$ cat config.mk
export PLATFORM = sky130hd
export DESIGN_NAME = hsrx_multilane_fsm
export DESIGN_NICKNAME = d
export VERILOG_FILES = /design/src/rtl/hsrx_multilane_fsm.sv
export SDC_FILE = /design/constraint.sdc
export NUM_CORES = 1
export LEC_CHECK = 0
export CAP_MARGIN = 20
export CORE_AREA = 10 10 75 77
export CTS_CLUSTER_SIZE = 8
export DETAILED_ROUTE_END_ITERATION = 12
export DIE_AREA = 0 0 85 87
export HOLD_SLACK_MARGIN = 0.06
export MAX_ROUTING_LAYER = met4
export PLACE_DENSITY = 0.81
export SYNTH_ARGS = -nofsm -noshare
export SYNTH_HDL_FRONTEND = slang
export SYNTH_SLANG_ARGS = --single-unit
$ cat constraint.sdc
create_clock -name RxDDRClkHS -period 2.4 [get_ports RxDDRClkHS]
set_input_delay 0.72 -clock RxDDRClkHS [delete_from_list [all_inputs] [get_ports RxDDRClkHS]]
set_output_delay 0.72 -clock RxDDRClkHS [all_outputs]
set_load 0.005 [all_outputs]
$ cat src/rtl/hsrx_multilane_fsm.sv
// HS receive controller for 1..4 D-PHY lanes: settle -> zero -> sync -> data sequencing with per-lane sync detect.
// Latency: every output is registered; a DATA ByteStrobe at cycle N shows on HSFSM_Bytes/RxValidHS at N+1.
// Backpressure: none; the deserializer strobe is accepted unconditionally and the PPI side must take RxValidHS pulses.
// Ports: RxDDRClkHS/RxRst (sync, active high); HSRX_EN, Zero_Detected, ByteStrobe, RxByte_HS in;
//        dueledge_ff_en, deserializer_en, HSFSM_Bytes, RxValidHS, RxActiveHS, RxSyncHS,
//        ErrSotHS, ErrSotSyncHS, RxState out.
module hsrx_multilane_fsm #(
    parameter int         NUM_LANES     = 2,
    parameter logic [7:0] SYNC_PATTERN  = 8'hB8,
    parameter int         SETTLE_CYCLES = 6,
    parameter int         SYNC_TIMEOUT  = 32,
    parameter int         SKEW_MAX      = 1,
    parameter int         SYNC_ERR_TOL  = 1
) (
    input  logic                     RxDDRClkHS,
    input  logic                     RxRst,
    input  logic                     HSRX_EN,
    input  logic [NUM_LANES-1:0]     Zero_Detected,
    input  logic                     ByteStrobe,
    input  logic [8*NUM_LANES-1:0]   RxByte_HS,
    output logic                     dueledge_ff_en,
    output logic                     deserializer_en,
    output logic [8*NUM_LANES-1:0]   HSFSM_Bytes,
    output logic [NUM_LANES-1:0]     RxValidHS,
    output logic                     RxActiveHS,
    output logic                     RxSyncHS,
    output logic [NUM_LANES-1:0]     ErrSotHS,
    output logic                     ErrSotSyncHS,
    output logic [2:0]               RxState
);

    typedef enum logic [2:0] {
        ST_STOP   = 3'd0,
        ST_SETTLE = 3'd1,
        ST_TERM   = 3'd2,
        ST_SYNC   = 3'd3,
        ST_DATA   = 3'd4,
        ST_ERR    = 3'd5
    } state_t;

    localparam int SET_W = $clog2(SETTLE_CYCLES + 1);
    localparam int TMR_W = $clog2(SYNC_TIMEOUT + 1);
    // Holds SKEW_MAX+1 so the first over-limit strobe is representable.
    localparam int SKW_W = $clog2(SKEW_MAX + 2);

    localparam logic [SET_W-1:0] SET_LIM  = SET_W'(SETTLE_CYCLES - 1);
    localparam logic [TMR_W-1:0] TMO_LIM  = TMR_W'(SYNC_TIMEOUT - 1);
    localparam logic [SKW_W-1:0] SKEW_LIM = SKW_W'(SKEW_MAX);
    localparam bit               TOL_EN   = (SYNC_ERR_TOL != 0);
    localparam logic [NUM_LANES-1:0] ALL_LANES = {NUM_LANES{1'b1}};

    state_t                   state_q;
    logic [SET_W-1:0]         settle_q;
    logic [TMR_W-1:0]         tmr_q;
    logic [SKW_W-1:0]         skew_q;
    logic [NUM_LANES-1:0]     synced_q;
    logic                     en_q;
    logic [8*NUM_LANES-1:0]   bytes_q;
    logic [NUM_LANES-1:0]     valid_q;
    logic                     active_q;
    logic                     sync_q;
    logic [NUM_LANES-1:0]     err_sot_q;
    logic                     err_sync_q;

    logic [7:0]               lane_diff;
    logic [NUM_LANES-1:0]     hit_exact;
    logic [NUM_LANES-1:0]     hit_one;
    logic [NUM_LANES-1:0]     strobe_hit;
    logic [NUM_LANES-1:0]     synced_d;
    logic [NUM_LANES-1:0]     sot_err_d;
    logic                     all_synced;
    logic                     skew_viol;
    logic                     sync_tmo;

    // Per-lane sync byte classification: exact match or single-bit error.
    always_comb begin
        lane_diff = 8'd0;
        hit_exact = '0;
        hit_one   = '0;
        for (int i = 0; i < NUM_LANES; i++) begin
            lane_diff    = RxByte_HS[8*i +: 8] ^ SYNC_PATTERN;
            hit_exact[i] = (lane_diff == 8'd0);
            // Exactly one bit set: nonzero and clearing the lowest set bit leaves zero.
            hit_one[i]   = (lane_diff != 8'd0) && ((lane_diff & (lane_diff - 8'd1)) == 8'd0);
        end
        strobe_hit = ByteStrobe ? (hit_exact | (TOL_EN ? hit_one : '0)) : '0;
        synced_d   = synced_q | strobe_hit;
        all_synced = (synced_d == ALL_LANES);
        // Only lanes syncing for the first time contribute a SoT error.
        sot_err_d  = strobe_hit & ~hit_exact & ~synced_q;
        // The strobe that would push the first-to-last lane gap past SKEW_MAX
        // fails even if it completes the lane set.
        skew_viol  = ByteStrobe && (|synced_q) && (skew_q >= SKEW_LIM);
        sync_tmo   = (tmr_q >= TMO_LIM);
    end

    always_ff @(posedge RxDDRClkHS) begin
        if (RxRst) begin
            state_q    <= ST_STOP;
            settle_q   <= '0;
            tmr_q      <= '0;
            skew_q     <= '0;
            synced_q   <= '0;
            en_q       <= 1'b0;
            bytes_q    <= '0;
            valid_q    <= '0;
            active_q   <= 1'b0;
            sync_q     <= 1'b0;
            err_sot_q  <= '0;
            err_sync_q <= 1'b0;
        end else begin
            sync_q  <= 1'b0;
            valid_q <= '0;
            // Enables follow the current state, so they lag state entry by one cycle.
            en_q    <= (state_q == ST_SETTLE) || (state_q == ST_TERM) ||
                       (state_q == ST_SYNC)   || (state_q == ST_DATA);

            if ((state_q != ST_STOP) && !HSRX_EN) begin
                // Loss of enable beats everything, including a same-cycle sync.
                state_q  <= ST_STOP;
                active_q <= 1'b0;
            end else begin
                case (state_q)
                    ST_STOP: begin
                        if (HSRX_EN) begin
                            state_q    <= ST_SETTLE;
                            settle_q   <= '0;
                            err_sot_q  <= '0;
                            err_sync_q <= 1'b0;
                        end
                    end
                    ST_SETTLE: begin
                        if (settle_q >= SET_LIM) begin
                            state_q <= ST_TERM;
                        end else begin
                            settle_q <= settle_q + 1'b1;
                        end
                    end
                    ST_TERM: begin
                        if (&Zero_Detected) begin
                            state_q  <= ST_SYNC;
                            tmr_q    <= '0;
                            skew_q   <= '0;
                            synced_q <= '0;
                        end
                    end
                    ST_SYNC: begin
                        synced_q  <= synced_d;
                        err_sot_q <= err_sot_q | sot_err_d;
                        if (tmr_q < TMO_LIM) begin
                            tmr_q <= tmr_q + 1'b1;
                        end
                        if (ByteStrobe && (|synced_q) && (skew_q < SKEW_LIM)) begin
                            skew_q <= skew_q + 1'b1;
                        end
                        if (skew_viol) begin
                            state_q    <= ST_ERR;
                            err_sync_q <= 1'b1;
                        end else if (all_synced) begin
                            state_q  <= ST_DATA;
                            sync_q   <= 1'b1;
                            active_q <= 1'b1;
                        end else if (sync_tmo) begin
                            state_q    <= ST_ERR;
                            err_sync_q <= 1'b1;
                        end
                    end
                    ST_DATA: begin
                        if (ByteStrobe) begin
                            bytes_q <= RxByte_HS;
                            valid_q <= ALL_LANES;
                        end
                    end
                    ST_ERR: begin
                        active_q <= 1'b0;
                    end
                    default: begin
                        state_q  <= ST_STOP;
                        active_q <= 1'b0;
                    end
                endcase
            end
        end
    end

    assign dueledge_ff_en  = en_q;
    assign deserializer_en = en_q;
    assign HSFSM_Bytes     = bytes_q;
    assign RxValidHS       = valid_q;
    assign RxActiveHS      = active_q;
    assign RxSyncHS        = sync_q;
    assign ErrSotHS        = err_sot_q;
    assign ErrSotSyncHS    = err_sync_q;
    assign RxState         = state_q;

endmodule
; Yosys cells after proc, flatten, opt, wreduce, memory -nomap -nowiden
; Cells that the tools add are included.
[totals]
ff_bits = 40
inputBits = 22
output_inout_bits = 28
elab_cells = 122
[op_classes]
addsub = 5
n_lt_le_gt_ge = 5
n_eq_ne = 17
muxes = 30
n_bitwise = 16
reduce_logical = 37
[ops]
columns = cell, count
row1 = $logic_not 8->1, 4
row2 = $mux 3, 8
row3 = $and 8x8->8, 2
row4 = $reduce_bool 8->1, 2
row5 = $sub 8x1->8 const B, 2
row6 = $pmux 3 s5, 1
row7 = $mux 6, 2
row8 = $pmux 2 s2, 3
row9 = $pmux 6 s2, 1
row10 = $reduce_and 3->1, 4
row11 = $reduce_and 4->1, 3
row12 = $mux 2, 5
row13 = $reduce_and 5->1, 2
row14 = $ne 2x1->1 const B, 4
row15 = $ne 2x2->1 const B, 4
row16 = $not 4->4, 2
row17 = $reduce_or 4->1, 2
row18 = $mux 1, 7
row19 = $add 6x1->6 const B, 1
row20 = $eq 3x2->1 const B, 2
row21 = $eq 3x3->1 const B, 2
row22 = $ge 6x5->1 const B, 1
row23 = $logic_and 1x1->1, 6
row24 = $lt 6x5->1 const B, 1
row25 = other kinds (23), 39

; Logic depth before layout (Yosys ltp)
; Gate-level depths: netlist of the first run.
[depth]
depth_word = 12
ltp_mapped = 9
ltp_nobuf = 8

; Least setup slack after synthesis of the first run
; No wires, ideal clock.
[synth_path]
path_kind = input -> register
from = input port RxByte_HS[6]
to = register err_sync_q (netlist: ErrSotSyncHS)
setup_ps = 70
arrival_time_ps = 2112
required_ps = 2330
setup_slack_ps = 219
path_stages = 7
path_buffers = 0
cell_sequence = inv_1 maj3_2 a31o_1 and2_4 o221a_4 or3b_1 a21oi_1
[synth_via]
elab_chain_cells = 10
elab_cells_between_ends = 12
cone_classes = add/sub (1) / eq/ne (2) / mux (1) / bitwise (3) / reduce/logical (5)
[synth_lines]
columns = item, line
row1 = start: declaration, 20  ; input logic [8*NUM_LANES-1:0] RxByte_HS,
row2 = $sub 8x1->8, 84  ; hit_one[i] = (lane_diff != 8'd0) && ((lane_diff & (lane_diff - 8'd1)) == 8'd0);
row3 = $and 8x8->8, 84
row4 = $logic_not 8->1, 84
row5 = $logic_and 1x1->1, 84
row6 = $or 2x2->2 (*), 86  ; strobe_hit = ByteStrobe ? (hit_exact | (TOL_EN ? hit_one : '0)) : '0;
row7 = $mux 2 (*), 86
row8 = $or 2x2->2 (*), 87  ; synced_d = synced_q | strobe_hit;
row9 = $eq 2x2->1 (*), 88  ; all_synced = (synced_d == ALL_LANES);
row10 = $ne 3x3->1 (no line) (*), -
row11 = $reduce_and 5->1 (no line) (*), -
row12 = end signal: assignment, 110  ; err_sync_q <= 1'b0;
row13 = end signal: assignment, 129  ; err_sync_q <= 1'b0;
row14 = end signal: assignment, 158  ; err_sync_q <= 1'b1;
row15 = end: declaration, 63  ; logic err_sync_q;
; Every way passes the cells marked *; elsewhere a longest branch is shown, timed or not.
; A chain may end at the register's enable or synchronous reset.

; Final worst setup path of the first run
[layout_path]
from = input port RxByte_HS[15]
to = register err_sync_q (netlist: ErrSotSyncHS)
[layout_via]
elab_chain_cells = 11
elab_cells_between_ends = 13
cone_classes = add/sub (1) / eq/ne (2) / mux (1) / bitwise (4) / reduce/logical (5)
[layout_lines]
columns = item, line
row1 = $not 4->4 (no line) (*), -
row2 = $sub 8x1->8, 84
row3 = $and 8x8->8, 84
row4 = $logic_not 8->1, 84
row5 = $logic_and 1x1->1, 84
row6 = $or 2x2->2 (*), 86
row7 = $mux 2 (*), 86
row8 = $or 2x2->2 (*), 87
row9 = $eq 2x2->1 (*), 88
row10 = $ne 3x3->1 (no line) (*), -
row11 = $reduce_and 5->1 (no line) (*), -
; Marks and branches as above.

==> metrics.md, run 1 <==
| Metric | Value |
|---|---|
| Vias in the first global route | 1846 |
| CP delay by family, top | compound AO/OA/AOI/OAI gates |
| Routability Congestion | 0.9299 |
| Tcrit/Tclk final | 97.83% |
| Initial core utilization | 45.42% |
| Slew Limit Fails | 0 |
| Largest net degree at the start of global routing | 18 |
| Post-synthesis net count | 263 |
| Clk_lat worst skew | 0.29 ns |
| Antenna violations before repair | 0 |
| Seq cells post-synth | 39 |
| Mapped cell area | 1923 um^2 |
| Via Count | 1921 |
| YS warnings | 0 |
| Max Root-Sink Buffers | 2 |
| Nature of the critical path startpoint | primary input |
| Final WL | 5484 um |
| Area after DPL | 2656 um^2 |
| Final Cell Area | 2811 um^2 |
| Crit path launch | RxByte_HS[15] |
| Final worst slack | 0.05203 ns |
| DR DRC count | 0 |
| FMAX | 0.4259 GHz |
| Hold WC Path Type | reg -> reg |
| Die Span X | 85 um |
| Skew final | 0.004528 ns |
| Max-Cap Viols | 0 |
| Hold path depth | 2 |
| WP buf/inv | 1 |
| RSZ-0062 raised after global routing | false |
| Worst-Margin Slew | 0.4541 ns |
| CP endpoint kind | register |
| Most used DFF post-synth | dfxtp_1 |
| Nets | 336 |
| H-tree depth | 2 |
| Wire per inst | 15.15 um |
| TNS Setup | 0 ns |
| Critical path data required time | 2.63 ns |
| Gate count of the mapped netlist | 236 |
| Area of the die | 7395 um^2 |
| IO Count | 50 |
| CTS buffer count | 5 |
| Fin crit period | 2.348 ns |
| Share of cells above drive strength 1 | 19.03% |
| Area growth, synth to finish | 46.19% |
| Sequential area share after synthesis | 40.60% |
| Worst Reg2Reg Path Length in Cells | 7 |
| Synth top area cells | dfxtp_1 41%, nand2_1 7.4%, a21oi_1 7.0%, nor2_1 4.9%, ha_1 3.3% |
| Filler cells | 345 |
| P per Cell Area | 604.9 nW/um^2 |
| Die Y | 87 um |
| Most common cell in the netlist | dfxtp_1 |
| Worst slack, placed | -0.3701 ns |
| Cell row count | 24 |
| Worst path depth | 7 |
| Setup CP Type | in -> reg |
| Crit path capture | ErrSotSyncHS |
| Setup slack, reg-to-reg | 0.59 ns |
| 1st-iter DRT viols | 154 |
| Ant. Diodes | 0 |
| CTS tree | done |
| Synth cell count leaders | 39 x dfxtp_1, 38 x nand2_1, 27 x a21oi_1 |
| Reg2reg end | RxState[1] |
| CTS root buffer | clkbuf_8 |
| Top cell type's share of synthesized area | 40.60% |
| VDD IR max | 418.3 uV |
| Placeable Area | 4234 um^2 |
| Tot GR Track Use | 14.34% |
| Crit-path cells | clkdlybuf4s50_1, o2111ai_2, o211ai_1, and3_1, o221a_4, or3b_4, a21oi_2 |
| Worst EP arrival | 2.58 ns |
| Maximum fanout along the worst path | 4 |
| Global-route wire length before repair | 8611 um |
| Syn Area/Cell | 8.149 um^2 |
| Grt ovf | 0 |
| Final setup fails | 0 |
| Launch point of the worst reg-to-reg path | tmr_q[0] |
| Outcome | finished, final reports clean |
| Post-synth EDFFs | 0 |
| Drt pass-1 iters | 4 |
| Fraction of registers with async set/reset | 0% |
| Synth area leader | dfxtp_1 |
| Relative slew slack | 69.69% |
| Clk slew on worst S/H paths | 0.07 ns |
| Synth cell types | 53 |
| Crit-path slowest cell | clkdlybuf4s50_1 |
| Dpl hpwl | 4023 um |
| Leak pwr | 1.158 nW |
| Endpoints failing hold | 0 |
| Highest cell delay on the worst timing path | 0.49 ns |
| DR vias/cell | 5.307 |
| CTS Hold Buffers Added | 0 |
| # port buffers | 49 |
| Clock sinks | 39 |
| Antenna viol nets, final | 0 |
flip-flops by register name, summed over array words and instances (netlist names):
name and count:
HSFSM_Bytes 16, tmr_q 6, RxState 3, settle_q 3
ErrSotHS 2, skew_q 2, synced_q 2, ErrSotSyncHS 1
RxActiveHS 1, RxSyncHS 1, RxValidHS 1, deserializer_en 1
per-stage QoR:
stage                     power (W)  utilization, %  hold WS, ns  cells
after floorplan            0.001024               -       0.4377    236
after global placement     0.001253           62.74       0.4410    354
after detailed placement   0.001262           62.74       0.4457    354
after CTS                  0.001692           65.04       0.4562    362
after global routing       0.001797           66.40       0.4800    362
final                      0.001701           66.40       0.4538    362
worst min-delay path, stage by stage, from the launching register on:
cell and delay, ns:
dfxtp_1 0.31, nand2_1 0.05, a21oi_1 0.05
report_power, final:
| group | internal (W) | total (W) | switching [W] |
|---|---|---|---|
| registers | 0.000686 | 0.000724 | 0.0000381 |
| clock network | 0.000204 | 0.000431 | 0.000227 |
| logic | 0.000282 | 0.000546 | 0.000265 |
layout by cell type (no fill, tap or decap), types with 2 or more instances in the layout:
cell type / synthesis / routed
or2_2: 3 / 3
buf_4: 2 / 29
o21ai_0: 6 / 5
xor2_1: 2 / 2
xnor2_1: 2 / 2
and3_2: 2 / 2
a21oi_2: 0 / 3
nand3_1: 4 / 3
dfxtp_1: 39 / 39
a31oi_1: 2 / 2
nor2b_1: 3 / 3
a32oi_1: 2 / 2
a41oi_1: 2 / 2
dlygate4sd2_1: 0 / 2
ha_1: 5 / 5
a21oi_1: 27 / 24
dlymetal6s2s_1: 0 / 10
nand2_1: 38 / 38
nor3b_1: 2 / 2
and3_1: 2 / 2
and4_1: 2 / 2
o211ai_1: 2 / 2
nand2b_1: 7 / 7
clkbuf_1: 8 / 2
and2_1: 2 / 2
mux2i_1: 2 / 2
clkdlybuf4s50_1: 0 / 37
nor3_1: 4 / 4
nor2_1: 25 / 25
inv_1: 8 / 8
a21o_1: 3 / 3
nor4_1: 2 / 2
clkbuf_8: 0 / 5
cell families (layout without fill, tap and decap cells):
group	count (synthesis)	count (layout)	synth area share, %
DFF	39	39	40.60
buffers and inverters	21	95	4.684
xor gates and xnor gates	4	4	1.822
and+or+nand+nor	106	106	27.98
muxes	2	2	1.041
AOI/OAI and AO/OA	57	57	19.52
adders and majority gates	7	7	4.359
repair_timing:
item	CTS	global route
gates resized for setup	5	18
setup endpoints to repair	4	5
pin swaps	5	9
buffers inserted	0	0
how the worst min path moves through the flow:
stage	startpoint	endpoint	slack, ns
after CTS	HSFSM_Bytes[13]	HSFSM_Bytes[13]	0.46
after global placement	HSFSM_Bytes[13]	HSFSM_Bytes[13]	0.44
after floorplan	tmr_q[5]	tmr_q[5]	0.44
after global routing	HSFSM_Bytes[15]	HSFSM_Bytes[15]	0.48
after detailed placement	HSFSM_Bytes[13]	HSFSM_Bytes[13]	0.45
final	HSFSM_Bytes[13]	HSFSM_Bytes[13]	0.45
final cells by class:
| class | instances | area, um^2 | share of cell area, % |
|---|---|---|---|
| multi-input combinational | 176 | 1104 | 39.25 |
| sequential | 39 | 780.7 | 27.77 |
| timing repair buffer | 79 | 750.7 | 26.70 |
| clock buffer | 7 | 76.32 | 2.715 |
| tap | 52 | 65.06 | 2.314 |
| inverter | 8 | 30.03 | 1.068 |
| clock inverter | 1 | 5.005 | 0.1780 |
routing by layer:
metal	vias up	global-route usage [%]	part of all wire, %
li1	972	-	-
met1	887	16.21	41
met2	55	23.57	52
met3	7	3.933	5.7
met4	0	5.539	1.6
met5	-	-	0
No activity file was read; power rests on OpenSTA's default activity.
==> run 2: changes to the inputs <==
SETUP_SLACK_MARGIN = 0.15   (was not set)
==> run 2 against run 1 <==
Effect of this change:
- clock power is essentially flat
- non-clock buffer count grew 4
- sequential cell count is the same
- via count shrank 0.62%
- critical path type unchanged
- largest cell class unchanged
- largest power group unchanged
==> metrics.md, run 2 (synthesized netlist as in run 1, its figures left out) <==
| Metric | Value |
|---|---|
| Skew final | 0.004071 ns (was 0.004528 ns) |
| Worst Reg2Reg Path Length in Cells | 7 (unchanged) |
| Initial core utilization | 45.42% (unchanged) |
| Final setup fails | 0 (unchanged) |
| Outcome | finished, final reports clean (unchanged) |
| Wire per inst | 14.63 um (was 15.15 um) |
| Endpoints failing hold | 0 (unchanged) |
| Antenna violations before repair | 0 (unchanged) |
| Largest net degree at the start of global routing | 18 (unchanged) |
| Max-Cap Viols | 0 (unchanged) |
| Final WL | 5353 um (was 5484 um) |
| Die Span X | 85 um (unchanged) |
| Commonest cells after routing, fill and taps aside | 39 x dfxtp_1, 38 x nand2_1, 33 x clkdlybuf4s50_1, 33 x buf_4, 25 x nor2_1 (was 39 x dfxtp_1, 38 x nand2_1, 37 x clkdlybuf4s50_1, 29 x buf_4, 25 x nor2_1) |
| Area after DPL | 2656 um^2 (unchanged) |
| Vias in the first global route | 1873 (was 1846) |
| VDD IR max | 380.0 uV (was 418.3 uV) |
| Most common cell after layout, fill and taps aside | dfxtp_1 (unchanged) |
| FMAX | 0.4492 GHz (was 0.4259 GHz) |
| RSZ-0062 raised after global routing | true (was false) |
| Worst EP arrival | 2.46 ns (was 2.58 ns) |
| Area of the multi-input gates | 1110 um^2 (was 1104 um^2) |
| HP Start | HSFSM_Bytes[13] (unchanged) |
| Drt pass-1 iters | 4 (unchanged) |
| Launch point of the worst reg-to-reg path | tmr_q[0] (unchanged) |
| Setup CP Type | in -> reg (unchanged) |
| Leak pwr | 1.115 nW (was 1.158 nW) |
| H-tree depth | 2 (unchanged) |
| Area of the die | 7395 um^2 (unchanged) |
| Overall Power | 0.001697 W (was 0.001701 W) |
| Placeable Area | 4234 um^2 (unchanged) |
| Global-route wire length before repair | 8790 um (was 8611 um) |
| Critical path data required time | 2.64 ns (was 2.63 ns) |
| CTS Hold Buffers Added | 0 (unchanged) |
| Via Count | 1909 (was 1921) |
| Worst-Margin Slew | 0.4399 ns (was 0.4541 ns) |
| # port buffers | 49 (unchanged) |
| Share of cells above drive strength 1 | 21.02% (was 19.03%) |
| IO Count | 50 (unchanged) |
| P per Cell Area | 605.5 nW/um^2 (was 604.9 nW/um^2) |
| Crit path launch | RxByte_HS[8] (was RxByte_HS[15]) |
| Die Y | 87 um (unchanged) |
| CTS tree | done (unchanged) |
| Max Root-Sink Buffers | 2 (unchanged) |
| Tot GR Track Use | 14.60% (was 14.34%) |
| Clk_lat worst skew | 0.30 ns (was 0.29 ns) |
| Grt ovf | 0 (unchanged) |
| Routability Congestion | 0.9299 (unchanged) |
| 1st-iter DRT viols | 114 (was 154) |
| Clock sinks | 39 (unchanged) |
| Max reg flops | 16 (unchanged) |
| Final Cell Area | 2803 um^2 (was 2811 um^2) |
| Area growth, synth to finish | 45.74% (was 46.19%) |
| Cell row count | 24 (unchanged) |
| Final worst slack | 0.1739 ns (was 0.05203 ns) |
| Maximum fanout along the worst path | 3 (was 4) |
| Hold path depth | 2 (unchanged) |
| DR vias/cell | 5.216 (was 5.307) |
| Relative slew slack | 70.64% (was 69.69%) |
| DR DRC count | 0 (unchanged) |
| Clk slew on worst S/H paths | 0.07 ns (about the same) |
| Fin crit period | 2.226 ns (was 2.348 ns) |
| Register Area | 780.7 um^2 (unchanged) |
| Hold Slack | 0.4539 ns (was 0.4538 ns) |
| CTS root buffer | clkbuf_8 (unchanged) |
| Hold WC Path Type | reg -> reg (unchanged) |
| Dpl hpwl | 4023 um (unchanged) |
| Filler cells | 337 (was 345) |
| Nature of the critical path startpoint | primary input (unchanged) |
| Slew Limit Fails | 0 (unchanged) |
| Antenna viol nets, final | 0 (unchanged) |
| Nets | 340 (was 336) |
| Ant. Diodes | 0 (unchanged) |
| CP endpoint kind | register (unchanged) |
| Worst slack, placed | -0.3701 ns (unchanged) |
| CTS buffer count | 5 (unchanged) |
| Tcrit/Tclk final | 92.76% (was 97.83%) |
[run 2: where the power goes]
part | internal (W) | switching (W) | total (W)
logic | 0.000278 | 0.000262 | 0.000540
clock network | 0.000204 | 0.000230 | 0.000434
registers | 0.000686 | 0.0000376 | 0.000723
[run 2: layout make-up]
cell class	instances	share of cell area, %
Multi-Input combinational cell	176	39.60
Sequential cell	39	27.86
Timing Repair Buffer	83	26.25
Clock buffer	7	2.723
Tap cell	52	2.321
Inverter	8	1.071
Clock inverter	1	0.1786
[run 2: through the flow]
step / setup TNS, ns / util (%) / instances
floorplan: 0 / - / 236
global placement: -1.842 / 62.74 / 354
detailed placement: -2.497 / 62.74 / 354
CTS: 0 / 65.46 / 365
global route: 0 / 66.19 / 366
finish: 0 / 66.19 / 366
[run 2: path summary, 6_finish.rpt]
kind,to,slack (ns)
worst max-delay path,ErrSotSyncHS,0.17
worst min-delay path,HSFSM_Bytes[13],0.45
worst max register to register,RxState[1],0.60
worst min register to register,HSFSM_Bytes[13],0.45
[run 2: what timing repair did]
action                     4_1_cts  5_1_grt
resized for setup               20       15
buffers inserted                 3        1
setup endpoints to repair        8        7
pin swaps                       12       11
[run 2: per-layer routing]
| metal | vias up | GRT usage [%] | share of wire [%] |
|---|---|---|---|
| met1 | 874 | 16.32 | 41 |
| met3 | 11 | 3.933 | 5.0 |
| li1 | 979 | - | - |
| met2 | 45 | 24.25 | 51 |
| met5 | - | - | 0 |
| met4 | 0 | 5.689 | 2.6 |
[run 2: worst max-delay path: stages]
cell	delay, ns
clkdlybuf4s15_1	0.23
nor4b_4	0.07
buf_4	0.14
o2111ai_2	0.15
o211ai_1	0.16
and3_1	0.22
o221a_4	0.26
or3b_4	0.38
a21oi_2	0.14
==> run 3: changes to the inputs <==
CAP_MARGIN = not set   (was 20)
==> results of run 3 <==
Same layout as run 2: the final DEF is identical, and so are final timing and power.
==> RTL change (config.mk and constraints of run 1) <==
Change the parameter `SYNC_ERR_TOL` from 1 to 0.
--- a/src/rtl/hsrx_multilane_fsm.sv
+++ b/src/rtl/hsrx_multilane_fsm.sv
@@ -12,3 +12,3 @@
     parameter int         SKEW_MAX      = 1,
-    parameter int         SYNC_ERR_TOL  = 1
+    parameter int         SYNC_ERR_TOL  = 0
 ) (
Behaviour: not the same (Yosys sat finds a counterexample within 10 cycles, from zero or initial values and one cycle with RxRst high).
==> RTL change against run 1 <==
Worst setup slack gained 0.20 ns. Sequential cell count is the same. Via count shrank 19%. Critical path depth shrank 6. Sequential share of layout area grew 3.5 points. Cell area shrank 11%. Area after synthesis shrank 6.1%. Non-clock buffer count shrank 21. Wire length shrank 17%. Critical path type is now flip-flop to output pin.
Power is not compared: it rests on default switching activity, and its combinational part moved more than twofold at a synthesized area within 25%.
==> RTL change: results (changes against run 1) <==
- Net count reported at finish: 276 (-18%)
- CTS root buf: clkbuf_8
- FF-to-FF Start: tmr_q[0]
- Syn nets: 222 (-16%)
- Adder-Cell Fraction of Synth Area: 4.02% (-0.34 points)
- Met3 routed WL: 262 um (-17%)
- Pin count of the biggest net entering global routing: 27 (+9)
- Top cells by count, synth: 39 x dfxtp_1, 32 x nor2_1, 19 x mux2i_1, 12 x nand2_1, 11 x o21ai_0
- Final Cycle Share: 89.3% (-8.5 points)
- M1 WL: 1930 um (-14%)
- Share of post-route cells with drive strength above 1: 9.60% (-9.4 points)
- CTS buffer count: 5 (unchanged)
- Clk pwr: 0.000566 W
- DR WL/cell: 15.1 um (-0.13%)
- Status: finished clean
- TritonRoute pass-1 iters: 4 (unchanged)
- Worst-path maximum fanout: 10 (+6)
- Post-synthesis mux area share: 11.4% (+10 points)
- DR vias/cell: 5.18 (-2.5%)
- Register-to-Register Path Depth: 5 (-2)
- Worst reg-to-reg setup slack: 0.57 ns (-0.02 ns)
- WHS Endpoint: ErrSotHS[1]
- Reg2reg end: tmr_q[3]
- Complex-gate fraction of the synthesized area: 13.9% (-5.7 points)
- GR Util met1: 14.0% (-2.2 points)
- Fillers: 381 (+10%)
- Library cells used by synthesis: 44 (-17%)
- Hold Worst Slack: 0.465 ns (+0.0112 ns)
- PostCTS Resize Cnt: 0 (-5)
- Max-slew headroom: 61.8% (-7.8 points)
- Max Used Layer: met4
- First-pass GRT wire length: 7580 um (-12%)
- Post-synthesis xor/xnor area fraction: 1.46% (-0.37 points)
- Clock share of power: 43.1%
- First DRT Iteration DRCs: 128 (-17%)
- Post-DP HPWL: 3470 um (-14%)
- Pre-CTS WS: 0.107 ns (+0.477 ns)
- Placed Cells: 294 (-17%)
- Dpl cell area: 2380 um2 (-11%)
- Met2 wire length: 2310 um (-18%)
- Drt total wl: 4570 um (-17%)
- Overall fraction of global-route tracks in use: 12.7% (-1.7 points)
- CP startpoint: RxState[0]
- Share of synthesized registers carrying an async set or reset: 0% (unchanged)
- Largest cells by area after synthesis: dfxtp_1 43%, mux2i_1 11%, nor2_1 6.7%
- Top Family by Delay on Critical Path: buffers and inverters
- Slowest stage delay, CP: 0.58 ns (+0.09 ns)
- Met2 usage: 20.9% (-2.7 points)
- Vias in the first global route: 1610 (-13%)
- Hold path depth: 1 (-1)
- Post-synthesis sequential area ratio: 43.2% (+2.6 points)
- Synth Instances: 195 (-17%)
- Placer Congestion: 0.922 (-0.84%)
- Hold path startpoint: ErrSotHS[1]
- Crit path arrival time: 1.42 ns (-1.16 ns)
- Max reg flops: 16 (unchanged)
- N_diodes: 0 (unchanged)
- Crit path to: RxState[0]
- Clk_skew: 0.0107 ns (+0.00621 ns)
- Comb. pwr: approximately 0.000094 W
==> RTL change: cell count changes after synthesis, moves of 3 or more <==
cell      delta
nand2_1     -26
a21oi_1     -23
mux2i_1     +17
nand2b_1     -7
nor2_1       +7
clkbuf_1     -5
o21ai_0      +5
a21o_1       -3
or2_2        -3
or3_1        +3
==> RTL change: cells by family after synthesis <==
kind of cell               Yosys count
AOI/OAI and AO/OA                   34
xor gates and xnor gates             3
adders and majority gates            6
buffers and inverters               19
DFF                                 39
muxes                               20
and+or+nand+nor                     74
==> RTL change: area by class of cell <==
class,instances,area (um2),share of cell area [%]
clock buffer,6,82.6,3.31
clock inverter,2,35.0,1.40
inverter,8,30.0,1.20
multi-input combinational,137,931,37.3
sequential,39,781,31.3
tap,52,65.1,2.61
timing repair buffer,58,571,22.9
==> RTL change: worst register-to-register path, cell delays in order, from the launching register on <==
cell	delay [ns]
dfxtp_1	0.34
ha_1	0.24
a41o_1	0.31
mux2_4	0.31
o31a_2	0.32
o21ba_2	0.20
